--- src/rtl/stack_defs.sv ---
// -----------------------------------------------------------------------------
// stack_defs
// Shared definitions for the stack-calculator sequencer:
//   - default entry / address widths
//   - one-cycle command codes issued by the button FSM
//   - sequencer state encoding
// -----------------------------------------------------------------------------
package stack_defs;

    localparam int DEF_DATA_W = 8;
    localparam int DEF_ADDR_W = 4;

    localparam logic [4:0] CMD_IDLE = 5'd0;
    localparam logic [4:0] CMD_PSH  = 5'd1;
    localparam logic [4:0] CMD_POP  = 5'd2;
    localparam logic [4:0] CMD_ADD  = 5'd3;
    localparam logic [4:0] CMD_SUB  = 5'd4;
    localparam logic [4:0] CMD_TOP  = 5'd5;
    localparam logic [4:0] CMD_RST  = 5'd6;
    localparam logic [4:0] CMD_INC  = 5'd7;
    localparam logic [4:0] CMD_DEC  = 5'd8;

    typedef enum logic [2:0] {
        ST_IDLE,
        ST_RD_A,
        ST_RD_B,
        ST_CAP_B,
        ST_WR,
        ST_REF_ADDR,
        ST_REF_CAP
    } state_t;

endpackage

--- src/rtl/stack_ctrl.sv ---
// -----------------------------------------------------------------------------
// stack_ctrl
// Sequencer for the stack-calculator datapath. Takes one-cycle commands from
// the button FSM, drives a single-port synchronous stack RAM (1-cycle read
// latency), tracks the stack pointer (entry count) and display pointer, and
// keeps a registered copy of mem[DP] for the seven-segment path.
//
// Ports:
//   iClk       system clock
//   iRst       asynchronous active-high reset
//   iCmd       command code, non-zero for one cycle (sampled in IDLE only)
//   iSwData    switch value pushed by PSH, sampled when the command is accepted
//   oMemAddr   RAM address
//   oMemWe     RAM write enable (high only in WR)
//   oMemWData  RAM write data
//   iMemRData  RAM read data, valid the cycle after the address
//   oDispData  registered mem[DP]; 0 when the stack is empty
//   oDp        display pointer
//   oSp        entry count / next free address
//   oEmpty     SP == 0
//   oFull      SP == depth
//   oBusy      high whenever the sequencer is not idle
//   oErr       one-cycle pulse after a rejected command
// -----------------------------------------------------------------------------
module stack_ctrl
    import stack_defs::*;
#(
    parameter int DATA_W = DEF_DATA_W,
    parameter int ADDR_W = DEF_ADDR_W
) (
    input  logic              iClk,
    input  logic              iRst,
    input  logic [4:0]        iCmd,
    input  logic [DATA_W-1:0] iSwData,
    output logic [ADDR_W-1:0] oMemAddr,
    output logic              oMemWe,
    output logic [DATA_W-1:0] oMemWData,
    input  logic [DATA_W-1:0] iMemRData,
    output logic [DATA_W-1:0] oDispData,
    output logic [ADDR_W-1:0] oDp,
    output logic [ADDR_W:0]   oSp,
    output logic              oEmpty,
    output logic              oFull,
    output logic              oBusy,
    output logic              oErr
);

    localparam int            DEPTH   = 2**ADDR_W;
    localparam logic [ADDR_W:0] SP_FULL = (ADDR_W+1)'(DEPTH);
    localparam logic [ADDR_W:0] SP_ONE  = (ADDR_W+1)'(1);
    localparam logic [ADDR_W:0] SP_TWO  = (ADDR_W+1)'(2);

    state_t              r_state;
    logic [ADDR_W:0]     r_sp;
    logic [ADDR_W-1:0]   r_dp;
    logic [ADDR_W-1:0]   r_addr;
    logic                r_we;
    logic [DATA_W-1:0]   r_wdata;
    logic [DATA_W-1:0]   r_disp;
    logic [DATA_W-1:0]   r_a;
    logic                r_sub;
    logic                r_push;
    logic                r_err;

    logic [ADDR_W:0]     w_sp_m1;
    logic [ADDR_W:0]     w_sp_m2;
    logic [ADDR_W:0]     w_dp_p1;
    logic                w_empty;
    logic                w_full;
    logic                w_inc_ok;

    assign w_sp_m1  = r_sp - SP_ONE;
    assign w_sp_m2  = r_sp - SP_TWO;
    assign w_dp_p1  = {1'b0, r_dp} + SP_ONE;
    assign w_empty  = (r_sp == '0);
    assign w_full   = (r_sp == SP_FULL);
    // DP + 1 < SP also rejects the empty case, since nothing is below zero
    assign w_inc_ok = (w_dp_p1 < r_sp);

    always_ff @(posedge iClk or posedge iRst) begin
        if (iRst) begin
            r_state <= ST_IDLE;
            r_sp    <= '0;
            r_dp    <= '0;
            r_addr  <= '0;
            r_we    <= 1'b0;
            r_wdata <= '0;
            r_disp  <= '0;
            r_a     <= '0;
            r_sub   <= 1'b0;
            r_push  <= 1'b0;
            r_err   <= 1'b0;
        end else begin
            r_err <= 1'b0;
            case (r_state)
                ST_IDLE: begin
                    case (iCmd)
                        CMD_IDLE: ;
                        CMD_PSH: begin
                            if (w_full) begin
                                r_err <= 1'b1;
                            end else begin
                                r_addr  <= r_sp[ADDR_W-1:0];
                                r_wdata <= iSwData;
                                r_we    <= 1'b1;
                                r_push  <= 1'b1;
                                r_state <= ST_WR;
                            end
                        end
                        CMD_POP: begin
                            if (w_empty) begin
                                r_err <= 1'b1;
                            end else begin
                                r_sp <= w_sp_m1;
                                if (r_sp == SP_ONE) begin
                                    r_dp   <= '0;
                                    r_addr <= '0;
                                    r_disp <= '0;
                                end else begin
                                    r_dp    <= w_sp_m2[ADDR_W-1:0];
                                    r_addr  <= w_sp_m2[ADDR_W-1:0];
                                    r_state <= ST_REF_ADDR;
                                end
                            end
                        end
                        CMD_ADD, CMD_SUB: begin
                            if (r_sp < SP_TWO) begin
                                r_err <= 1'b1;
                            end else begin
                                r_sub   <= (iCmd == CMD_SUB);
                                r_push  <= 1'b0;
                                r_addr  <= w_sp_m1[ADDR_W-1:0];
                                r_state <= ST_RD_A;
                            end
                        end
                        CMD_TOP: begin
                            if (w_empty) begin
                                r_err <= 1'b1;
                            end else begin
                                r_dp    <= w_sp_m1[ADDR_W-1:0];
                                r_addr  <= w_sp_m1[ADDR_W-1:0];
                                r_state <= ST_REF_ADDR;
                            end
                        end
                        CMD_RST: begin
                            r_sp   <= '0;
                            r_dp   <= '0;
                            r_addr <= '0;
                            r_disp <= '0;
                        end
                        CMD_INC: begin
                            if (!w_inc_ok) begin
                                r_err <= 1'b1;
                            end else begin
                                r_dp    <= w_dp_p1[ADDR_W-1:0];
                                r_addr  <= w_dp_p1[ADDR_W-1:0];
                                r_state <= ST_REF_ADDR;
                            end
                        end
                        CMD_DEC: begin
                            if (w_empty || r_dp == '0) begin
                                r_err <= 1'b1;
                            end else begin
                                r_dp    <= r_dp - 1'b1;
                                r_addr  <= r_dp - 1'b1;
                                r_state <= ST_REF_ADDR;
                            end
                        end
                        default: ;
                    endcase
                end
                ST_RD_A: begin
                    r_addr  <= w_sp_m2[ADDR_W-1:0];
                    r_state <= ST_RD_B;
                end
                ST_RD_B: begin
                    r_a     <= iMemRData;
                    r_state <= ST_CAP_B;
                end
                ST_CAP_B: begin
                    // NOS is on iMemRData this cycle; the result is formed from it
                    // directly so the write data is already registered in WR.
                    r_wdata <= r_sub ? (iMemRData - r_a) : (iMemRData + r_a);
                    r_we    <= 1'b1;
                    r_state <= ST_WR;
                end
                ST_WR: begin
                    // Both PSH and ADD/SUB leave DP on the entry just written.
                    r_we    <= 1'b0;
                    r_dp    <= r_addr;
                    r_sp    <= r_push ? (r_sp + SP_ONE) : w_sp_m1;
                    r_state <= ST_REF_ADDR;
                end
                ST_REF_ADDR: begin
                    r_state <= ST_REF_CAP;
                end
                ST_REF_CAP: begin
                    r_disp  <= iMemRData;
                    r_state <= ST_IDLE;
                end
                default: begin
                    r_state <= ST_IDLE;
                end
            endcase
        end
    end

    assign oMemAddr  = r_addr;
    assign oMemWe    = r_we;
    assign oMemWData = r_wdata;
    assign oDispData = r_disp;
    assign oDp       = r_dp;
    assign oSp       = r_sp;
    assign oEmpty    = w_empty;
    assign oFull     = w_full;
    assign oBusy     = (r_state != ST_IDLE);
    assign oErr      = r_err;

endmodule

--- config.mk ---
export PLATFORM = sky130hd
export DESIGN_NAME = stack_ctrl
export DESIGN_NICKNAME = d
export VERILOG_FILES = /design/src/rtl/stack_defs.sv /design/src/rtl/stack_ctrl.sv
export SDC_FILE = /design/constraint.sdc
export NUM_CORES = 1
export LEC_CHECK = 0
export BUFFER_PORTS_ARGS = -buffer_cell sky130_fd_sc_hd__buf_4
export CAP_MARGIN = 40
export CORE_ASPECT_RATIO = 0.6
export CORE_UTILIZATION = 59
export DETAILED_ROUTE_END_ITERATION = 16
export PLACE_DENSITY = 0.83
export SLEW_MARGIN = 5
export SYNTH_ARGS = -nofsm -noshare
export SYNTH_HDL_FRONTEND = slang
export SYNTH_SLANG_ARGS = --single-unit
--- constraint.sdc ---
create_clock -name iClk -period 5.4 [get_ports iClk]
set_input_delay 0.81 -clock iClk [delete_from_list [all_inputs] [get_ports iClk]]
set_output_delay 0.81 -clock iClk [all_outputs]
set_load 0.005 [all_outputs]
# Yosys cells after proc, flatten, opt, wreduce, memory -nomap -nowiden
# Cells that the tools add are included.
[word_totals]
reg_bits = 44
inputBits = 23
word_cells = 119
[op_classes]
addsub = 7
magnitude_cmp = 2
eq_ne = 32
mux = 44
bitwise = 1
n_reduce_logical = 22
[op_table]
columns = ["operator", "count"]
rows = [
  ["8-bit one-hot mux with 2 select lines", 3],
  ["8-bit 2-to-1 mux", 5],
  ["3-bit one-hot mux with 6 select lines", 2],
  ["4-bit 2-to-1 mux", 7],
  ["4-bit one-hot mux with 7 select lines", 1],
  ["3-bit inequality test, second input constant", 8],
  ["3-bit 2-to-1 mux", 7],
  ["5-bit by 3-bit equality test with 1-bit output, second input constant", 4],
  ["4-bit one-hot mux with 5 select lines", 1],
  ["5-bit one-hot mux with 2 select lines", 2],
  ["4-bit one-hot mux with 2 select lines", 2],
  ["8-bit AND reduction", 2],
  ["3-bit AND reduction", 4],
  ["5-bit by 1-bit equality test with 1-bit output, second input constant", 2],
  ["5-bit by 2-bit equality test with 1-bit output, second input constant", 2],
  ["5-bit 2-to-1 mux", 2],
  ["2-bit nonzero test", 5],
  ["3-bit equality test, second input constant", 3],
  ["1-bit 2-to-1 mux", 9],
  ["8-bit adder", 1],
  ["8-bit by 1-bit inequality test with 1-bit output, second input constant", 1],
  ["4-bit AND reduction", 2],
  ["8-bit subtractor", 1],
  ["7-bit by 1-bit inequality test with 1-bit output, second input constant", 1],
  ["26 further kinds", 31],
]

# Logic depth before layout (Yosys ltp)
[logic_depth]
depth_word = 5
mapped_depth = 11

# Least setup slack after synthesis
# No wires, ideal clock.
[synth_timing]
path_type = "register to register"
from = "reg r_dp[0], in the netlist oDp[0]"
to = "reg r_dp[0], in the netlist oDp[0]"
setup_ns = 0.137
arrival_ns = 2.406
slack_ns = 2.857
stages_incl_launch_ff = 10
path_buffers = 0
synth_period_minus_slack_ns = 2.543
cell_sequence = "dfrtp_1 inv_1 ha_1 ha_1 a21boi_1 o31ai_1 a211oi_4 nor4_4 nor4b_1 a211oi_1"
[synth_between]
elab_chain_cells = 4
word_cells_on_any_way = 12
classes_between = "add/sub (2); order compare (1); eq/ne (2); mux (4); reduce/logical (3)"
[synth_rtl]
columns = ["item", "line", "source"]
rows = [
  ["start: declaration", "stack_ctrl.sv:55", "logic [ADDR_W-1:0] r_dp;"],
  ["start signal: assignment", "stack_ctrl.sv:120", "r_dp <= w_sp_m2[ADDR_W-1:0];"],
  ["start signal: assignment", "stack_ctrl.sv:140", "r_dp <= w_sp_m1[ADDR_W-1:0];"],
  ["start signal: assignment", "stack_ctrl.sv:155", "r_dp <= w_dp_p1[ADDR_W-1:0];"],
  ["4-bit by 1-bit adder with 5-bit output, or another cell as far along", "stack_ctrl.sv:74", "assign w_dp_p1 = {1'b0, r_dp} + SP_ONE;"],
  ["5-bit < comparator, or another cell as far along", "stack_ctrl.sv:78", "assign w_inc_ok = (w_dp_p1 < r_sp);"],
  ["3-bit inequality test (no source line) / 4-bit one-hot mux with 5 select lines (equally long branches)", "--", ""],
  ["6-bit AND reduction (no source line) / 4-bit one-hot mux with 2 select lines (equally long branches)", "--", ""],
]
# Parallel ways exist; a longest one is shown, timed or not. The select of a mux whose other input is x is not followed.
# A chain may end at the register's enable or synchronous reset.

# Final worst setup path
# Ends and elaborated chain as after synthesis.

==> flow_summary.ini <==
[run_status]
run_status = complete, no violations

[synth]
yosysUniqueCellTypes = 76
synth-edff-count = 0
synth.cell_area_mm2 = 0.00350
syn_avg_cell_area_um2 = 8.66
synth-main-ff-cell = dfrtp_1
synthesized_net_count = 449
netlist_top_cells_area = dfrtp_1 (31%), ha_1 (7.5%), o21ai_0 (4.2%)
synth_cells = 404
synth.most_common_cell = dfrtp_1
netlist.area_leader.share = 0.315
yosys-top-cells-count = dfrtp_1 (44), nor2_1 (33), nand2_1 (30), o21ai_0 (29)
total_of_flip_flops_plus_latches_after_synthesis = 44
synth_area_leader_cell = dfrtp_1
yosysSeqAreaShare = 0.315
ys_async_sr_fraction = 1.00
ys.warnings.count = 0

[global_route]
grt_antenna_before_repair = 0
track_usage = 0.327
grt_first_pass_wirelength_mm = 15.0
global_route.overflow_total = 0
grt_max_degree = 33
first_global_vias = 2885

[critical_path]
crit_arrival_ps = 3050
startpoint_type = flop
cp_common_cell = ha_1
critPathKind = flop to flop
crit_chain = inv_1 > ha_1 > ha_1 > a21boi_1 > o31ai_1 > a211oi_4 > nor4_4 > nor4b_1 > a211oi_1
path_delay_family = simple AND/OR/NAND/NOR gates
worst_path_largest_cell_delay_ps = 510
cp_data_required_time_ps = 5600
worst_r2r_startpoint = oDp[0]
r2r_end = oDp[0]
crit_path_max_fanout = 8
worstSetupEndpointType = flop
critPathSlowestCell = dfrtp_1
crit_buf_inv = 1
r2r.worst_path.cells = 9
regToRegSetupSlack_ps = 2550

[sta]
final_max_slew_viol_count = 0
max_clock_freq_ghz = 0.351
rsz_0062_raised_after_global_routing = no
tightest_slew_ps = 918
fin_crit_sh = 0.528
finalSetupTns_ps = 0
finalWorstPathRequiredPeriod_ps = 2850
final_hold_violation_count = 0
clock_skew_ps = 11.6
finalWorstSetupSlack_ps = 2550
slew_headroom = 0.387
setup_viol_count_final = 0

[floorplanning]
placeableCoreArea_mm2 = 0.00565
io_pins = 57
die_w_um = 101
initial_core_util = 0.619
die_height_um = 61.6
fp.dieArea_mm2 = 0.00625
fp_rows = 21

[clocking]
root_buffer = clkbuf_8
holdBufCountCts = 0
clockBufferDepth = 2
clk_pin_slew_ps = 90
ctsResizeCount = 0
htree_num_levels = 2
post_cts_buffers = 0
numClockSinks = 44
tritoncts_clock_tree = done
clk-insertion-delay-late_ps = 310
cts_inserted_buffers = 5

[place]
placed_cell_area_mm2 = 0.00394
gp_routability_congestion = 0.932
detailed_placement_hpwl_mm = 7.46
pre_cts_worst_setup_slack_ps = 2570
io_buffer_count = 56

[final_layout]
area_growth_pct = 16.0
diodes = 0
final_layout_size_suffix_gt1_frac = 0.220
final_cell_area_mm2 = 0.00406
layout.filler_cells = 448
nets = 493

[pwr]
power-per-cell-area_mw_per_mm2 = 614
power.static_leakage_nw = 1.80
max-vdd-ir-drop_uv = 343
total_power_mw = 2.49

[flow_run]
maxCapViolations = 0

[detailed_routing]
routed_wl_mm = 9.91
drtIter0Drc = 468
route.antenna.remaining_nets = 0
post_drt_via_cell_ratio = 6.26
wire_per_inst_um = 18.7
drc_errors = 0
vias = 3313
drt_pre_antenna_iters = 5

[worst_hold_path]
hold_path_class = input port to async pin
## cell type report
| type | instances | area, um^2 | share of cell area |
|---|---|---|---|
| tap | 80 | 100 | 0.0247 |
| timing repair buffer | 60 | 460 | 0.114 |
| multi-input combinational | 310 | 2180 | 0.537 |
| clock inverter | 3 | 46.3 | 0.0114 |
| clock buffer | 5 | 68.8 | 0.0170 |
| sequential | 44 | 1100 | 0.271 |
| inverter | 27 | 101 | 0.0250 |
## where the power goes
part	leakage (nW)	switching [mW]	internal (mW)
Clock	0.0548	0.130	0.140
Combinational	1.21	0.804	0.714
Sequential	0.535	0.219	0.485
Total	1.80	1.15	1.34
## routing by layer
layer	vias up	track usage	share of wire
li1	1544	-	-
met1	1533	0.501	0.46
met2	220	0.441	0.39
met3	16	0.0919	0.13
met4	0	0.0932	0.015
met5	-	0	0
## how the worst max path moves through the flow
stage                      start      to  slack [ps]  cells past startpoint
after CTS                 oDp[0]  oDp[0]        2560                      9
after detailed placement  oDp[0]  oDp[0]        2570                      9
after floorplan           oDp[0]  oDp[0]        2860                      9
final                     oDp[0]  oDp[0]        2550                      9
after global routing      oDp[0]  oDp[0]        2350                      9
after global placement    oDp[0]  oDp[0]        2610                      9
## cell families after synthesis
family                   synth area share
XOR/XNOR                           0.0426
buffers and inverters              0.0623
AND/OR/NAND/NOR                     0.204
adder cells (fa/ha/maj)            0.0809
AO/OA/AOI/OAI                       0.257
flip-flops                          0.315
multiplexers                       0.0386
## metrics by stage
stage          utilization  instances  hold WS [ps]
6_report             0.718        529           439
5_1_grt              0.718        529           465
3_3_place_gp         0.692        518           486
2_1_floorplan            -        404           490
3_5_place_dp         0.698        521           487
4_1_cts              0.718        529           448
## state kept, by name (all words and copies together), names as in the netlist
register   count
oDispData      8
oDp            4
r_push         1
oErr           1
r_state        3
r_a            8
oMemWe         1
oMemWData      8
r_sub          1
oMemAddr       4
oSp            5
## placed cells by master, fill, tap and decap left out, types with 3 or more instances in the layout
master and count:
a21oi_1 25, a311oi_1 3, inv_1 24, o21ai_1 3, nor2b_1 8, nor3b_1 4, nand3b_1 3, mux2i_1 6
and3_1 4, buf_4 58, ha_1 21, a221oi_1 3, a31oi_1 11, mux2_2 4, nor3_1 13, o31ai_1 3
nor2_1 33, dfrtp_1 44, o21ai_0 29, o22ai_1 3, a22o_1 8, nand3_1 9, nand2b_1 4, a21o_1 6
nand2_1 30, xnor2_1 13, inv_2 3, xor2_1 4, a211oi_1 5, clkbuf_8 5, or2_2 4
No activity file was read; power rests on OpenSTA's default activity.
